File: config.mk
export PLATFORM = sky130hd
export DESIGN_NAME = pad_serial_poller
export DESIGN_NICKNAME = d
export VERILOG_FILES = /design/src/rtl/pad_poll_pkg.sv /design/src/rtl/pad_shift_capture.sv /design/src/rtl/pad_serial_poller.sv
export SDC_FILE = /design/constraint.sdc
export NUM_CORES = 1
export LEC_CHECK = 0
export ABC_AREA = 0
export BUFFER_PORTS_ARGS = -buffer_cell sky130_fd_sc_hd__buf_2
export CORE_MARGIN = 5
export CORE_UTILIZATION = 27
export CTS_CLUSTER_DIAMETER = 150
export DETAILED_ROUTE_END_ITERATION = 12
export PLACE_DENSITY = 0.41
export SYNTH_ARGS = -nofsm -noshare
export SYNTH_HDL_FRONTEND = slang
export SYNTH_SLANG_ARGS = --single-unit
File: constraint.sdc
create_clock -name Clk_In -period 1.9 [get_ports Clk_In]
set_input_delay 0.095 -clock Clk_In [delete_from_list [all_inputs] [get_ports Clk_In]]
set_output_delay 0.095 -clock Clk_In [all_outputs]
set_load 0.02 [all_outputs]
File: src/rtl/pad_poll_pkg.sv
// Shared definitions for the serial game-pad poller.
// Holds the FSM encoding and the NES/SNES defaults for a 50 MHz clock.
package pad_poll_pkg;

  typedef enum logic [2:0] {IDLE, LATCH, LOW, HIGH, DONE} poll_state_t;

  localparam int NES_BITS            = 8;
  localparam int SNES_BITS           = 16;
  localparam int LATCH_CYCLES_50M    = 600;
  localparam int HALF_BIT_CYCLES_50M = 300;
  localparam int POLL_CYCLES_50M     = 833333;

  function automatic int max_int(input int a, input int b);
    return (a > b) ? a : b;
  endfunction

endpackage

File: src/rtl/pad_shift_capture.sv
// One pad channel: two-flop synchronizer on the serial line plus a capture
// register written one bit at a time (inverted, so 1 = pressed).
module pad_shift_capture
  import pad_poll_pkg::*;
#(
  parameter int NUM_BITS = NES_BITS,
  parameter int IDX_W    = (NUM_BITS > 1) ? $clog2(NUM_BITS) : 1
) (
  input  logic                clk,
  input  logic                rst,
  input  logic                data,
  input  logic                sample,
  input  logic [IDX_W-1:0]    bit_idx,
  output logic [NUM_BITS-1:0] bits
);

  logic data_p0;
  logic data_p1;

  always_ff @(posedge clk) begin
    if (rst) begin
      data_p0 <= 1'b0;
      data_p1 <= 1'b0;
      bits    <= '0;
    end else begin
      // synchronizer stage boundary: data_p1 is safe to use
      data_p0 <= data;
      data_p1 <= data_p0;
      if (sample) begin
        bits[bit_idx] <= ~data_p1;
      end
    end
  end

endmodule

File: src/rtl/pad_serial_poller.sv
// Polls NUM_CH serial game pads in lock-step on a shared latch/pulse pair and
// publishes the captured button words once per frame.
module pad_serial_poller
  import pad_poll_pkg::*;
#(
  parameter int NUM_CH          = 2,
  parameter int NUM_BITS        = NES_BITS,
  parameter int LATCH_CYCLES    = LATCH_CYCLES_50M,
  parameter int HALF_BIT_CYCLES = HALF_BIT_CYCLES_50M,
  parameter int POLL_CYCLES     = POLL_CYCLES_50M
) (
  input  logic                       Clk_In,
  input  logic                       Reset_In,
  input  logic                       Enable_In,
  input  logic [NUM_CH-1:0]          Data_In,
  output logic                       Latch_Out,
  output logic                       Pulse_Out,
  output logic [NUM_CH*NUM_BITS-1:0] Buttons_Out,
  output logic                       Valid_Out,
  output logic                       Busy_Out,
  output logic                       Overrun_Out
);

  localparam int PHASE_W = $clog2(max_int(LATCH_CYCLES, HALF_BIT_CYCLES));
  localparam int POLL_W  = $clog2(POLL_CYCLES);
  localparam int BIT_W   = (NUM_BITS > 1) ? $clog2(NUM_BITS) : 1;

  poll_state_t                state;
  poll_state_t                state_n;
  logic [POLL_W-1:0]          poll_cnt;
  logic [PHASE_W-1:0]         phase_cnt;
  logic [BIT_W-1:0]           bit_cnt;
  logic                       poll_tick;
  logic                       phase_last;
  logic                       bit_last;
  logic                       sample;
  logic                       latch_nx;
  logic                       pulse_nx;
  logic                       busy_nx;
  logic                       done_nx;
  logic [NUM_CH*NUM_BITS-1:0] captured;

  assign poll_tick = (poll_cnt == POLL_W'(POLL_CYCLES - 1));
  assign bit_last  = (bit_cnt == BIT_W'(NUM_BITS - 1));

  always_ff @(posedge Clk_In) begin
    if (Reset_In) begin
      state <= IDLE;
    end else begin
      state <= state_n;
    end
  end

  always_comb begin
    state_n    = state;
    phase_last = 1'b0;
    if (state == LATCH) begin
      phase_last = (phase_cnt == PHASE_W'(LATCH_CYCLES - 1));
    end else begin
      phase_last = (phase_cnt == PHASE_W'(HALF_BIT_CYCLES - 1));
    end
    case (state)
      IDLE:    if (poll_tick && Enable_In) state_n = LATCH;
      LATCH:   if (phase_last) state_n = LOW;
      LOW:     if (phase_last) state_n = HIGH;
      HIGH:    if (phase_last) state_n = bit_last ? DONE : LOW;
      DONE:    state_n = IDLE;
      default: state_n = IDLE;
    endcase
    // Outputs are registered from the next state so they line up with it.
    latch_nx = (state_n == LATCH);
    pulse_nx = (state_n == HIGH);
    busy_nx  = (state_n != IDLE);
    done_nx  = (state_n == DONE);
    sample   = (state == LOW) && phase_last;
  end

  always_ff @(posedge Clk_In) begin
    if (Reset_In) begin
      poll_cnt  <= '0;
      phase_cnt <= '0;
      bit_cnt   <= '0;
    end else begin
      poll_cnt <= poll_tick ? '0 : poll_cnt + POLL_W'(1);
      if (state_n != state) begin
        phase_cnt <= '0;
      end else if (state != IDLE) begin
        phase_cnt <= phase_cnt + PHASE_W'(1);
      end
      if (state == LATCH) begin
        bit_cnt <= '0;
      end else if ((state == HIGH) && phase_last) begin
        bit_cnt <= bit_cnt + BIT_W'(1);
      end
    end
  end

  always_ff @(posedge Clk_In) begin
    if (Reset_In) begin
      Latch_Out   <= 1'b0;
      Pulse_Out   <= 1'b0;
      Busy_Out    <= 1'b0;
      Valid_Out   <= 1'b0;
      Overrun_Out <= 1'b0;
      Buttons_Out <= '0;
    end else begin
      Latch_Out <= latch_nx;
      Pulse_Out <= pulse_nx;
      Busy_Out  <= busy_nx;
      Valid_Out <= done_nx;
      // A tick that lands on a busy frame is dropped, never queued.
      if (poll_tick && (state != IDLE)) begin
        Overrun_Out <= 1'b1;
      end
      if (done_nx) begin
        Buttons_Out <= captured;
      end
    end
  end

  for (genvar c = 0; c < NUM_CH; c++) begin : g_ch
    pad_shift_capture #(
      .NUM_BITS (NUM_BITS),
      .IDX_W    (BIT_W)
    ) u_cap (
      .clk     (Clk_In),
      .rst     (Reset_In),
      .data    (Data_In[c]),
      .sample  (sample),
      .bit_idx (bit_cnt),
      .bits    (captured[c*NUM_BITS +: NUM_BITS])
    );
  end

endmodule

==> metrics.csv <==
stage;metric;value;unit
layout;fin_nets;433;
clocking;cts-root-buf;clkbuf_16;
sta;final_hold_viol_count;0;
floorplan;fp.coreArea;12000;sq um
setup_path;worst-path-buf-inv;1;
grt;track_usage;10.7;%
sta;worst_pin_slew;0.512;ns
sta;fin_crit_sh;97.9;%
setup_path;endpoint_kind;flip-flop;
setup_path;worstPathCellList;and4bb_2 > nand4_4 > buf_6 > nor4b_4 > nand3b_1 > mux2i_1;
power_and_ir_drop;max-vdd-ir-drop;542;uV
power_and_ir_drop;power.density;786;nW/um^2
detailed_routing;wirelength;7.34;mm
synth;async_reset_ff_share;0;%
synth;yosys-top-cells-area;dfxtp_1 (47%), nand2_1 (5.4%), mux2i_1 (4.6%);
setup_path;startpoint;phase_cnt[9];
clocking;cts.sinks;77;
floorplan;row_count;40;
detailed_routing;wl_per_cell;12.8;um
setup_path;slowest_stage;nor4b_4;
synth;synth_edf_count;0;
placed_design;io_buffer_count;25;
detailed_routing;first_pass_iters;4;
setup_path;cp.arrival;2.08;ns
clocking;cts_tree;built;
sta;relSlewSlack;65.8;%
clocking;clk_pin_slew;0.06;ns
synth;syn_area_per_cell;8.98;sq um
setup_path;critPathTopFamily;simple AND/OR/NAND/NOR gates;
sta;period_needed;1.86;ns
status;status;complete, no violations;
power_and_ir_drop;total_power;3260;uW
grt;grt_pass1_wl;12.3;mm
synth;netlist_area;3280;sq um
floorplan;die_h;120;um
setup_path;r2r-start;phase_cnt[9];
setup_path;crit_path_max_fanout;8;
setup_path;reg2reg_depth;6;
layout;fillers;1250;
sta;clock_skew;0.00495;ns
setup_path;worstPathRequired;2.11;ns
clocking;htreeDepth;3;
grt;grt_start_max_net_pins;24;
grt;grt_pass1_vias;2421;
synth;synth_seq_cells;77;
grt;grt-ovfl-total;0;
placed_design;gp_congestion;0.745;
synth;yosysTopAreaCellShare;47.0;%
layout;antenna_cells;0;
synth;postSynthCellCount;365;
clocking;cts_buffer_depth;2;
synth;seq_area_frac_synth;47.0;%
detailed_routing;via_per_inst;4.47;
layout;final_util;34.7;%
power_and_ir_drop;p_leak;0.00161;uW
layout;mostFrequentLayoutCells;dfxtp_1 (73), nand2_1 (47), nor2_1 (39), buf_4 (37), buf_2 (25);
setup_path;slowest_delay;0.43;ns
floorplan;initial_core_util;27.4;%
setup_path;cp-start-kind;flip-flop;
detailed_routing;ant_nets;0;
setup_path;reg2reg_to;g_ch[1].u_cap.bits[3];
grt;antenna_found_initial;0;
layout;drive_gt1_share;22.7;%
placed_design;hpwl;5.18;mm
detailed_routing;drc;0;
setup_path;worstSetupEndpoint;g_ch[1].u_cap.bits[3];
synth;synthDistinctLibCells;49;
sta;rsz0062_at_grt;yes;
layout;area_growth;26.5;%
sta;clock.fmax;0.537;GHz
sta;slew_violations;0;
setup_path;path_depth;6;
floorplan;io_pins;26;
sta;finalSetupViolations;0;
setup_path;reg2reg_slack;0.04;ns
clocking;cts_inserted_buffers;9;
run;drv_cap;0;
clocking;worstSkewPairLatency;0.33;ns
layout;final_common_cell;dfxtp_1;
synth;syn_nets;375;
synth;synth_top_area_cell;dfxtp_1;
detailed_routing;first_iter_violations;61;
synth;ys.warnings.count;0;
floorplan;die_x;120;um
synth;synthFlopType;dfxtp_1;
setup_path;worstSetupPathType;reg -> reg;
floorplan;dieArea;14500;sq um
hold_path;hp-class;in -> reg;
detailed_routing;via_count;2563;
synth_stat cells, drive strengths merged, types with 2 or more instances:
master and count:
dfxtp 77, nand2 47, nor2 40, a21oi 21
nor3 17, mux2i 15, nand2b 15, xor2 15
nand3 14, clkbuf 13, xnor2 12, nand4 9
inv 7, nor2b 7, buf 6, and3 5
ha 5, nor4 4, or2 4, and4b 3
nor3b 3, a22oi 2, a311oi 2, nand3b 2
nor4b 2, o21ai 2
how the worst min path moves through the flow:
stage,cells after the start,slack (ns),to,from
2_1_floorplan,1,0.22,g_ch[0].u_cap.data_p0,Data_In[0]
3_3_place_gp,2,0.32,g_ch[0].u_cap.data_p0,Data_In[0]
3_5_place_dp,2,0.31,g_ch[0].u_cap.data_p0,Data_In[0]
4_1_cts,2,0.17,Overrun_Out,Reset_In
5_1_grt,2,0.19,Overrun_Out,Reset_In
6_report,2,0.17,Overrun_Out,Reset_In
routing by layer:
metal / wire length [um] / share of wire, % / vias to the layer above / GRT usage (%)
met5: 0 / 0 / - / 0
met4: 143 / 1.9 / 0 / 4.46
li1: - / - / 1368 / -
met1: 3760 / 51 / 1162 / 14.4
met2: 3140 / 43 / 24 / 15.8
met3: 290 / 4.0 / 9 / 3.65
power by group:
group          total, uW  switching (uW)  internal (uW)
combinational       79.2            46.0           33.3
sequential          1630            4.12           1620
clock               1550             639            915
total               3260             689           2570
area by class of cell:
cell class	instances	area (sq um)	share of cell area (%)
sequential	77	1550	37.3
multi-input combinational	262	1680	40.4
tap	147	184	4.43
inverter	7	26.3	0.633
timing repair buffer	66	454	10.9
clock inverter	1	7.51	0.181
clock buffer	14	254	6.12
cells by family (layout without fill, tap and decap cells):
logic type	Yosys count	in the layout	synth area share, %
compound gates	34	34	6.33
xor+xnor	27	27	7.21
fa+ha+maj	5	5	1.91
buf+inv	26	88	3.28
flops	77	77	47.0
mux	15	15	4.58
simple gates	181	181	29.7
per-stage QoR:
stage          instance area, sq um  hold slack, ns  instances  setup WS, ns  setup TNS, ns
2_1_floorplan                  3280           0.223        365        0.0203              0
3_3_place_gp                   3800           0.321        556      -0.00415       -0.00552
3_5_place_dp                   3800           0.311        556      0.000897              0
4_1_cts                        4090           0.170        573       0.00582              0
5_1_grt                        4150           0.188        574       -0.0777          -1.01
6_report                       4150           0.173        574        0.0390              0
what timing repair did:
item                                    in CTS  in global routing
endpoints found under the hold margin        2                  0
cloned                                       0                  0
gates resized for setup                      2                 13
endpoints found under the setup margin       4                 54
hold buffers                                 2                  0
setup buffers                                0                  2
pin swaps                                    1                  4
state kept, by name, summed over array words and instances, names as in the netlist:
signal and count:
Latch_Out 1, g_ch.u_cap.data_p0 2, Valid_Out 1, Busy_Out 1
bit_cnt 3, Overrun_Out 1, state 3, phase_cnt 10
g_ch.u_cap.data_p1 2, g_ch.u_cap.bits 16, poll_cnt 20, Buttons_Out 16
Pulse_Out 1
Power figures use the tool's default switching activity.
